**config.mk**
```make
export PLATFORM = sky130hd
export DESIGN_NAME = spring_scheduler_flat
export DESIGN_NICKNAME = d
export VERILOG_FILES = /design/src/rtl/spring_scheduler_if.sv /design/src/rtl/spring_scheduler.sv /design/src/flat_wrapper.sv
export SDC_FILE = /design/constraint.sdc
export NUM_CORES = 1
export LEC_CHECK = 0
export CAP_MARGIN = 20
export CORE_ASPECT_RATIO = 2
export CORE_MARGIN = 2
export CORE_UTILIZATION = 35
export DETAILED_ROUTE_END_ITERATION = 8
export GPL_TIMING_DRIVEN = 0
export PLACE_DENSITY_LB_ADDON = 0.2
export SLEW_MARGIN = 20
export SYNTH_ARGS = -nofsm -noshare
export SYNTH_HDL_FRONTEND = slang
export SYNTH_SLANG_ARGS = --single-unit
```
**constraint.sdc**
```tcl
create_clock -name clk_in -period 9.8 [get_ports clk_in]
set_input_delay 1.47 -clock clk_in [delete_from_list [all_inputs] [get_ports clk_in]]
set_output_delay 1.47 -clock clk_in [all_outputs]
set_load 0.05 [all_outputs]
```
**src/rtl/spring_scheduler_if.sv**
```systemverilog
// Bus bundle between spring_scheduler and its spring table, vertex memory, evaluator and integrator.
// sat_out exists only when SPRING_SCHED_SAT_EN is defined.
interface spring_scheduler_if #(
    parameter int unsigned NUM_SPRINGS   = 16,
    parameter int unsigned NUM_VERTICES  = 8,
    parameter int unsigned POSITION_SIZE = 8,
    parameter int unsigned VELOCITY_SIZE = 8,
    parameter int unsigned FORCE_SIZE    = 8,
    parameter int unsigned ACC_SIZE      = 12
);
    localparam int unsigned SprW = (NUM_SPRINGS > 1) ? $clog2(NUM_SPRINGS) : 1;
    localparam int unsigned VtxW = $clog2(NUM_VERTICES);

    logic                     start_in;
    logic                     busy_out;
    logic                     done_out;
    logic [SprW-1:0]          spr_addr_out;
    logic [VtxW-1:0]          spr_v1_in;
    logic [VtxW-1:0]          spr_v2_in;
    logic [VtxW-1:0]          vtx_addr_out;
    logic [POSITION_SIZE-1:0] vtx_px_in, vtx_py_in;
    logic [VELOCITY_SIZE-1:0] vtx_vx_in, vtx_vy_in;
    logic [POSITION_SIZE-1:0] ev_p1x_out, ev_p1y_out, ev_p2x_out, ev_p2y_out;
    logic [VELOCITY_SIZE-1:0] ev_v1x_out, ev_v1y_out, ev_v2x_out, ev_v2y_out;
    logic [FORCE_SIZE-1:0]    ev_fx_in, ev_fy_in;
    logic [VtxW-1:0]          frc_addr_in;
    logic [ACC_SIZE-1:0]      frc_x_out, frc_y_out;
    logic                     frc_valid_out;
`ifdef SPRING_SCHED_SAT_EN
    logic                     sat_out;
`endif

    modport master (
`ifdef SPRING_SCHED_SAT_EN
        output sat_out,
`endif
        input  start_in, spr_v1_in, spr_v2_in,
        input  vtx_px_in, vtx_py_in, vtx_vx_in, vtx_vy_in,
        input  ev_fx_in, ev_fy_in, frc_addr_in,
        output busy_out, done_out, spr_addr_out, vtx_addr_out,
        output ev_p1x_out, ev_p1y_out, ev_p2x_out, ev_p2y_out,
        output ev_v1x_out, ev_v1y_out, ev_v2x_out, ev_v2y_out,
        output frc_x_out, frc_y_out, frc_valid_out
    );

    modport slave (
`ifdef SPRING_SCHED_SAT_EN
        input  sat_out,
`endif
        output start_in, spr_v1_in, spr_v2_in,
        output vtx_px_in, vtx_py_in, vtx_vx_in, vtx_vy_in,
        output ev_fx_in, ev_fy_in, frc_addr_in,
        input  busy_out, done_out, spr_addr_out, vtx_addr_out,
        input  ev_p1x_out, ev_p1y_out, ev_p2x_out, ev_p2y_out,
        input  ev_v1x_out, ev_v1y_out, ev_v2x_out, ev_v2y_out,
        input  frc_x_out, frc_y_out, frc_valid_out
    );
endinterface

```
**src/rtl/spring_scheduler.sv**
```systemverilog
// Time-multiplexes one spring-force evaluator over all springs of a frame into per-vertex accumulators.
// Define SPRING_SCHED_SAT_EN for saturating accumulation with a sticky sat_out flag.
module spring_scheduler #(
    parameter int unsigned NUM_SPRINGS   = 16,
    parameter int unsigned NUM_VERTICES  = 8,
    parameter int unsigned POSITION_SIZE = 8,
    parameter int unsigned VELOCITY_SIZE = 8,
    parameter int unsigned FORCE_SIZE    = 8,
    parameter int unsigned ACC_SIZE      = 12
) (
    input logic                clk_in,
    input logic                rst_in,
    spring_scheduler_if.master bus
);
    localparam int unsigned SprW = (NUM_SPRINGS > 1) ? $clog2(NUM_SPRINGS) : 1;
    localparam int unsigned VtxW = $clog2(NUM_VERTICES);
    localparam logic [SprW-1:0] LastSpr = SprW'(NUM_SPRINGS - 1);
    localparam logic [VtxW-1:0] LastVtx = VtxW'(NUM_VERTICES - 1);

    typedef enum logic [3:0] {
        StIdle, StClear, StSprRd, StV1Rd, StV2Rd, StEval, StAcc2, StAcc1, StDone
    } state_e;

    state_e                   state_q, state_d;
    logic [SprW-1:0]          spr_idx_q;
    logic [VtxW-1:0]          clr_idx_q, i1_q, i2_q, vtx_addr;
    logic [FORCE_SIZE-1:0]    fx_q, fy_q;
    logic [POSITION_SIZE-1:0] p1x_q, p1y_q, p2x_q, p2y_q;
    logic [VELOCITY_SIZE-1:0] v1x_q, v1y_q, v2x_q, v2y_q;
    logic [ACC_SIZE-1:0]      frc_x_q, frc_y_q;
    logic                     valid_q;
    logic [ACC_SIZE-1:0]      acc_x_q [NUM_VERTICES];
    logic [ACC_SIZE-1:0]      acc_y_q [NUM_VERTICES];

    logic                     start_accept, acc_en, acc_sub;
    logic [VtxW-1:0]          acc_sel;
    logic [FORCE_SIZE-1:0]    f_x, f_y;
    logic [ACC_SIZE-1:0]      acc_new_x, acc_new_y;

`ifdef SPRING_SCHED_SAT_EN
    logic clamp_x, clamp_y, sat_q;

    function automatic logic [ACC_SIZE-1:0] acc_update(input logic [ACC_SIZE-1:0] a,
                                                       input logic [FORCE_SIZE-1:0] f,
                                                       input logic sub, output logic clamp);
        logic [ACC_SIZE:0] ea, ef, sum;
        ea    = (ACC_SIZE+1)'(signed'(a));
        ef    = (ACC_SIZE+1)'(signed'(f));
        sum   = sub ? ea - ef : ea + ef;
        clamp = sum[ACC_SIZE] ^ sum[ACC_SIZE-1];
        if (!clamp) return sum[ACC_SIZE-1:0];
        return sum[ACC_SIZE] ? {1'b1, {(ACC_SIZE-1){1'b0}}} : {1'b0, {(ACC_SIZE-1){1'b1}}};
    endfunction

    always_comb begin
        acc_new_x = acc_update(acc_x_q[acc_sel], f_x, acc_sub, clamp_x);
        acc_new_y = acc_update(acc_y_q[acc_sel], f_y, acc_sub, clamp_y);
    end

    assign bus.sat_out = sat_q;
`else
    function automatic logic [ACC_SIZE-1:0] acc_update(input logic [ACC_SIZE-1:0] a,
                                                       input logic [FORCE_SIZE-1:0] f,
                                                       input logic sub);
        logic [ACC_SIZE-1:0] ef;
        ef = ACC_SIZE'(signed'(f));
        return sub ? a - ef : a + ef;
    endfunction

    assign acc_new_x = acc_update(acc_x_q[acc_sel], f_x, acc_sub);
    assign acc_new_y = acc_update(acc_y_q[acc_sel], f_y, acc_sub);
`endif

    assign start_accept = (state_q == StIdle) && bus.start_in;
    assign acc_en       = (state_q == StAcc2) || (state_q == StAcc1);
    assign acc_sub      = (state_q == StAcc1);
    assign acc_sel      = acc_sub ? i1_q : i2_q;
    // ACC1 reuses the force held from ACC2 so both endpoints see one value.
    assign f_x          = acc_sub ? fx_q : bus.ev_fx_in;
    assign f_y          = acc_sub ? fy_q : bus.ev_fy_in;

    always_comb begin
        state_d  = state_q;
        vtx_addr = '0;
        case (state_q)
            StIdle:  if (bus.start_in) state_d = StClear;
            StClear: if (clr_idx_q == LastVtx) state_d = StSprRd;
            StSprRd: state_d = StV1Rd;
            StV1Rd: begin
                state_d  = StV2Rd;
                vtx_addr = bus.spr_v1_in;
            end
            StV2Rd: begin
                state_d  = StEval;
                vtx_addr = i2_q;
            end
            StEval:  state_d = StAcc2;
            StAcc2:  state_d = StAcc1;
            StAcc1:  state_d = (spr_idx_q == LastSpr) ? StDone : StSprRd;
            StDone:  state_d = StIdle;
            default: state_d = StIdle;
        endcase
    end

    always_ff @(posedge clk_in or negedge rst_in) begin
        if (!rst_in) begin
            state_q   <= StIdle;
            spr_idx_q <= '0;
            clr_idx_q <= '0;
            i1_q      <= '0;
            i2_q      <= '0;
            fx_q      <= '0;
            fy_q      <= '0;
            {p1x_q, p1y_q, p2x_q, p2y_q} <= '0;
            {v1x_q, v1y_q, v2x_q, v2y_q} <= '0;
            frc_x_q   <= '0;
            frc_y_q   <= '0;
            valid_q   <= 1'b0;
`ifdef SPRING_SCHED_SAT_EN
            sat_q     <= 1'b0;
`endif
        end else begin
            state_q <= state_d;
            frc_x_q <= acc_x_q[bus.frc_addr_in];
            frc_y_q <= acc_y_q[bus.frc_addr_in];
            if (state_q == StIdle) begin
                spr_idx_q <= '0;
                clr_idx_q <= '0;
            end
            if (state_q == StClear) clr_idx_q <= clr_idx_q + 1'b1;
            if (state_q == StV1Rd) begin
                i1_q <= bus.spr_v1_in;
                i2_q <= bus.spr_v2_in;
            end
            if (state_q == StV2Rd) begin
                p1x_q <= bus.vtx_px_in;
                p1y_q <= bus.vtx_py_in;
                v1x_q <= bus.vtx_vx_in;
                v1y_q <= bus.vtx_vy_in;
            end
            if (state_q == StEval) begin
                p2x_q <= bus.vtx_px_in;
                p2y_q <= bus.vtx_py_in;
                v2x_q <= bus.vtx_vx_in;
                v2y_q <= bus.vtx_vy_in;
            end
            if (state_q == StAcc2) begin
                fx_q <= bus.ev_fx_in;
                fy_q <= bus.ev_fy_in;
            end
            if (state_q == StAcc1 && spr_idx_q != LastSpr) spr_idx_q <= spr_idx_q + 1'b1;
            if (start_accept) valid_q <= 1'b0;
            else if (state_d == StDone) valid_q <= 1'b1;
`ifdef SPRING_SCHED_SAT_EN
            if (start_accept) sat_q <= 1'b0;
            else if (acc_en && (clamp_x || clamp_y)) sat_q <= 1'b1;
`endif
        end
    end

    // Accumulator storage is deliberately left out of reset; CLEAR zeroes it each frame.
    always_ff @(posedge clk_in) begin
        if (state_q == StClear) begin
            acc_x_q[clr_idx_q] <= '0;
            acc_y_q[clr_idx_q] <= '0;
        end else if (acc_en) begin
            acc_x_q[acc_sel] <= acc_new_x;
            acc_y_q[acc_sel] <= acc_new_y;
        end
    end

    assign bus.busy_out      = (state_q != StIdle) && (state_q != StDone);
    assign bus.done_out      = (state_q == StDone);
    assign bus.spr_addr_out  = spr_idx_q;
    assign bus.vtx_addr_out  = vtx_addr;
    assign bus.ev_p1x_out    = p1x_q;
    assign bus.ev_p1y_out    = p1y_q;
    assign bus.ev_p2x_out    = p2x_q;
    assign bus.ev_p2y_out    = p2y_q;
    assign bus.ev_v1x_out    = v1x_q;
    assign bus.ev_v1y_out    = v1y_q;
    assign bus.ev_v2x_out    = v2x_q;
    assign bus.ev_v2y_out    = v2y_q;
    assign bus.frc_x_out     = frc_x_q;
    assign bus.frc_y_out     = frc_y_q;
    assign bus.frc_valid_out = valid_q;
endmodule

```
**src/flat_wrapper.sv**
```systemverilog
// flat-port wrapper written by rule: the top's interface ports become plain ports
module spring_scheduler_flat 
#(
    parameter int unsigned NUM_SPRINGS   = 16,
    parameter int unsigned NUM_VERTICES  = 8,
    parameter int unsigned POSITION_SIZE = 8,
    parameter int unsigned VELOCITY_SIZE = 8,
    parameter int unsigned FORCE_SIZE    = 8,
    parameter int unsigned ACC_SIZE      = 12
)
  (clk_in, rst_in, bus_start_in, bus_spr_v1_in, bus_spr_v2_in, bus_vtx_px_in, bus_vtx_py_in, bus_vtx_vx_in, bus_vtx_vy_in, bus_ev_fx_in, bus_ev_fy_in, bus_frc_addr_in, bus_busy_out, bus_done_out, bus_spr_addr_out, bus_vtx_addr_out, bus_ev_p1x_out, bus_ev_p1y_out, bus_ev_p2x_out, bus_ev_p2y_out, bus_ev_v1x_out, bus_ev_v1y_out, bus_ev_v2x_out, bus_ev_v2y_out, bus_frc_x_out, bus_frc_y_out, bus_frc_valid_out);
  spring_scheduler_if #(.NUM_SPRINGS(NUM_SPRINGS), .NUM_VERTICES(NUM_VERTICES), .POSITION_SIZE(POSITION_SIZE), .VELOCITY_SIZE(VELOCITY_SIZE), .FORCE_SIZE(FORCE_SIZE), .ACC_SIZE(ACC_SIZE)) bus_i ();
  input logic clk_in;
  input logic rst_in;
  input wire logic [$bits(bus_i.start_in)-1:0] bus_start_in;
  input wire logic [$bits(bus_i.spr_v1_in)-1:0] bus_spr_v1_in;
  input wire logic [$bits(bus_i.spr_v2_in)-1:0] bus_spr_v2_in;
  input wire logic [$bits(bus_i.vtx_px_in)-1:0] bus_vtx_px_in;
  input wire logic [$bits(bus_i.vtx_py_in)-1:0] bus_vtx_py_in;
  input wire logic [$bits(bus_i.vtx_vx_in)-1:0] bus_vtx_vx_in;
  input wire logic [$bits(bus_i.vtx_vy_in)-1:0] bus_vtx_vy_in;
  input wire logic [$bits(bus_i.ev_fx_in)-1:0] bus_ev_fx_in;
  input wire logic [$bits(bus_i.ev_fy_in)-1:0] bus_ev_fy_in;
  input wire logic [$bits(bus_i.frc_addr_in)-1:0] bus_frc_addr_in;
  output wire logic [$bits(bus_i.busy_out)-1:0] bus_busy_out;
  output wire logic [$bits(bus_i.done_out)-1:0] bus_done_out;
  output wire logic [$bits(bus_i.spr_addr_out)-1:0] bus_spr_addr_out;
  output wire logic [$bits(bus_i.vtx_addr_out)-1:0] bus_vtx_addr_out;
  output wire logic [$bits(bus_i.ev_p1x_out)-1:0] bus_ev_p1x_out;
  output wire logic [$bits(bus_i.ev_p1y_out)-1:0] bus_ev_p1y_out;
  output wire logic [$bits(bus_i.ev_p2x_out)-1:0] bus_ev_p2x_out;
  output wire logic [$bits(bus_i.ev_p2y_out)-1:0] bus_ev_p2y_out;
  output wire logic [$bits(bus_i.ev_v1x_out)-1:0] bus_ev_v1x_out;
  output wire logic [$bits(bus_i.ev_v1y_out)-1:0] bus_ev_v1y_out;
  output wire logic [$bits(bus_i.ev_v2x_out)-1:0] bus_ev_v2x_out;
  output wire logic [$bits(bus_i.ev_v2y_out)-1:0] bus_ev_v2y_out;
  output wire logic [$bits(bus_i.frc_x_out)-1:0] bus_frc_x_out;
  output wire logic [$bits(bus_i.frc_y_out)-1:0] bus_frc_y_out;
  output wire logic [$bits(bus_i.frc_valid_out)-1:0] bus_frc_valid_out;
  assign bus_i.start_in = bus_start_in;
  assign bus_i.spr_v1_in = bus_spr_v1_in;
  assign bus_i.spr_v2_in = bus_spr_v2_in;
  assign bus_i.vtx_px_in = bus_vtx_px_in;
  assign bus_i.vtx_py_in = bus_vtx_py_in;
  assign bus_i.vtx_vx_in = bus_vtx_vx_in;
  assign bus_i.vtx_vy_in = bus_vtx_vy_in;
  assign bus_i.ev_fx_in = bus_ev_fx_in;
  assign bus_i.ev_fy_in = bus_ev_fy_in;
  assign bus_i.frc_addr_in = bus_frc_addr_in;
  assign bus_busy_out = bus_i.busy_out;
  assign bus_done_out = bus_i.done_out;
  assign bus_spr_addr_out = bus_i.spr_addr_out;
  assign bus_vtx_addr_out = bus_i.vtx_addr_out;
  assign bus_ev_p1x_out = bus_i.ev_p1x_out;
  assign bus_ev_p1y_out = bus_i.ev_p1y_out;
  assign bus_ev_p2x_out = bus_i.ev_p2x_out;
  assign bus_ev_p2y_out = bus_i.ev_p2y_out;
  assign bus_ev_v1x_out = bus_i.ev_v1x_out;
  assign bus_ev_v1y_out = bus_i.ev_v1y_out;
  assign bus_ev_v2x_out = bus_i.ev_v2x_out;
  assign bus_ev_v2y_out = bus_i.ev_v2y_out;
  assign bus_frc_x_out = bus_i.frc_x_out;
  assign bus_frc_y_out = bus_i.frc_y_out;
  assign bus_frc_valid_out = bus_i.frc_valid_out;
  spring_scheduler #(.NUM_SPRINGS(NUM_SPRINGS), .NUM_VERTICES(NUM_VERTICES), .POSITION_SIZE(POSITION_SIZE), .VELOCITY_SIZE(VELOCITY_SIZE), .FORCE_SIZE(FORCE_SIZE), .ACC_SIZE(ACC_SIZE)) u_core (.clk_in(clk_in), .rst_in(rst_in), .bus(bus_i));
endmodule
```
==> metrics.txt <==
sequential element share of the synthesized area 60.0%; EDFF count, synth 192; most frequent cells in the layout edfxtp_1, clkdlybuf4s50_1, mux2_2; Tmin final 5.77 ns; via count 8881; Clock Tree Buf Depth 3; top_reg_cell synth edfxtp_1; clk sinks 314; H-tree depth 1; Synth Net Count 988; Seq cells post-synth 314; setup TNS 0 ns; Slew @ Worst Pin 0.998 ns; # nets final 1181; Post-DP HPWL 28.6 mm; ant diodes 0; worst slack at placement 4.01 ns; grt total ovfl 0; largest net degree at the start of global routing 80; post-CTS sizing 0; Final period util 58.9%; Placer Congestion 0.799; Initial Utilization 35.3%; post-layout util 43.6%; cts bufs inserted 28; HP Start u_core.bus.ev_p1y_out[5]; post-synthesis cell count 902; # setup viols final 0; DRC Markers 0; Fin. Hold Viols 0; routed wire length per instance 23.9 µm; CP Capture Type register; setup repair after global routing missed its margin no; TritonCTS clock tree built; post-synthesis async set-or-reset flop share 38.9%; die area 43700 µm²; Pre-antenna DRT Iters 6; GRT Util Overall 18.3%; final setup margin 4.03 ns; Max Clk Rate 0.173 GHz; CP startpoint u_core.state_q[0]; CP required 10.12 ns; clock transition at the registers of the reported paths 0.07 ns; max-slew violation count 0; Root Driver clkbuf_16; Startpoint Class register; core area 41600 µm²; status completed; post-route ant nets 0; Syn Area/Cell 16.3 µm²; Area Overhead vs Synth 23.7%; final non-filler cell total 1657; postcts setup bufs 0; post-placement cell count 1605; Worst Path Arrival 6.09 ns; share of cells above drive strength 1 27.8%; initial antenna violation count 0; Crit Path Category register to register; commonest non-fill, non-tap cell in the layout edfxtp_1; number of global-route vias before repair 9591; via density per instance 5.36; hold buffers post-CTS 0; initial DRC count 525; clk_skew 0.0108 ns; Reg-to-Reg Start u_core.state_q[0]; Synth cell types 59; Mapped Area 14700 µm²; critical-path maximum fanout 10; first-pass GRT wire length 59.4 mm; Ys Warns 0; Die X 149 µm; relative slew slack 32.1%; height of the die 294 µm; Row Count 106; Hold Path Class register to register; max-cap viol count 0; IO Port Bufs 154; total wire length 39.6 mm; io pins 158; Clock Latency Late Sink 0.56 ns
## Yosys cell counts, types with 5 or more instances
cell type  number  area, µm²
mux2i_1        18        180
a21o_1          5       37.5
ha_1           24        300
or3_1           7       43.8
inv_1           8       30.0
and2_1          5       31.3
clkbuf_1       24       90.1
nor3_1         15       75.1
dfrtp_1       122       3050
nand3_1         5       25.0
mux2_2        131       1480
nor2_1         57        214
a21oi_1        27        135
nor2b_1         7       43.8
buf_1           7       26.3
buf_2          12       60.1
xor2_1         13        114
nand2_1        26       97.6
mux4_2         92       2070
xnor2_1        15        131
o21ai_0        25        125
edfxtp_1      192       5770
## per-layer routing
| layer | track usage (%) | share of wire, % | up-vias |
|---|---|---|---|
| met3 | 2.09 | 4.2 | 84 |
| met2 | 35.1 | 55 | 273 |
| met5 | 0 | 0 | - |
| met4 | 7.85 | 4.2 | 0 |
| met1 | 20.1 | 36 | 4602 |
| li1 | - | - | 3922 |
## logic make-up after synthesis
logic type | after synthesis | share of synthesized area [%]
compound gates | 92 | 3.97
fa+ha+maj | 26 | 2.32
flops | 314 | 60.0
simple gates | 143 | 4.74
mux | 243 | 25.6
xor+xnor | 28 | 1.67
buf+inv | 56 | 1.71
## final timing paths
path	end	slack (ns)	cells after the start
hold / removal	u_core.bus.ev_p1y_out[5]	0.51	1
min in group asynchronous	u_core.bus.ev_p1y_out[2]	0.82	1
max in group asynchronous	u_core.bus.frc_x_out[5]	8.22	2
setup / recovery	u_core.acc_y_q[1][10]	4.03	17
hold reg to reg	u_core.bus.ev_p1y_out[5]	0.51	1
setup reg to reg	u_core.acc_y_q[1][10]	4.03	17
## worst max-delay path, cell delays in order (launching register included)
cell and delay (ns):
dfrtp_1 0.43, and4b_1 0.27, buf_4 0.17, buf_4 0.23, mux2i_1 0.46, buf_2 0.42, buf_2 0.47, mux4_2 0.39
mux2_2 0.33, fa_1 0.46, a21o_1 0.17, a21oi_1 0.22, nor2b_1 0.07, o21a_1 0.20, o41ai_1 0.53, o211ai_1 0.21
xnor2_1 0.17, nor2_1 0.33
## stage by stage
step / cell area, µm² / hold WS, ns
6_report: 18200 / 0.506
5_1_grt: 18200 / 0.518
4_1_cts: 18200 / 0.510
3_5_place_dp: 17200 / 0.494
3_3_place_gp: 16900 / 0.485
2_1_floorplan: 14700 / 0.475
## state kept, by name, summed over array words and instances, names as in the netlist, 4 cells and up
signal,count
u_core.acc_x_q,96
u_core.acc_y_q,96
u_core.bus.frc_x_out,12
u_core.bus.frc_y_out,12
u_core.bus.ev_p1x_out,8
u_core.bus.ev_p1y_out,8
u_core.bus.ev_p2x_out,8
u_core.bus.ev_p2y_out,8
u_core.bus.ev_v1x_out,8
u_core.bus.ev_v1y_out,8
u_core.bus.ev_v2x_out,8
u_core.bus.ev_v2y_out,8
u_core.fx_q,8
u_core.fy_q,8
u_core.bus.spr_addr_out,4
u_core.state_q,4
## layout make-up
type | instances | area (µm²)
Fill cell | 3763 | 23500
Sequential cell | 314 | 8820
Multi-Input combinational cell | 532 | 5680
Timing Repair Buffer | 163 | 1790
Clock buffer | 38 | 801
Tap cell | 540 | 676
Buffer | 48 | 224
Clock inverter | 14 | 151
Inverter | 8 | 30.0
Power is not shown: default switching activity piles up to over one toggle a cycle in this logic, so the estimate is an artifact.
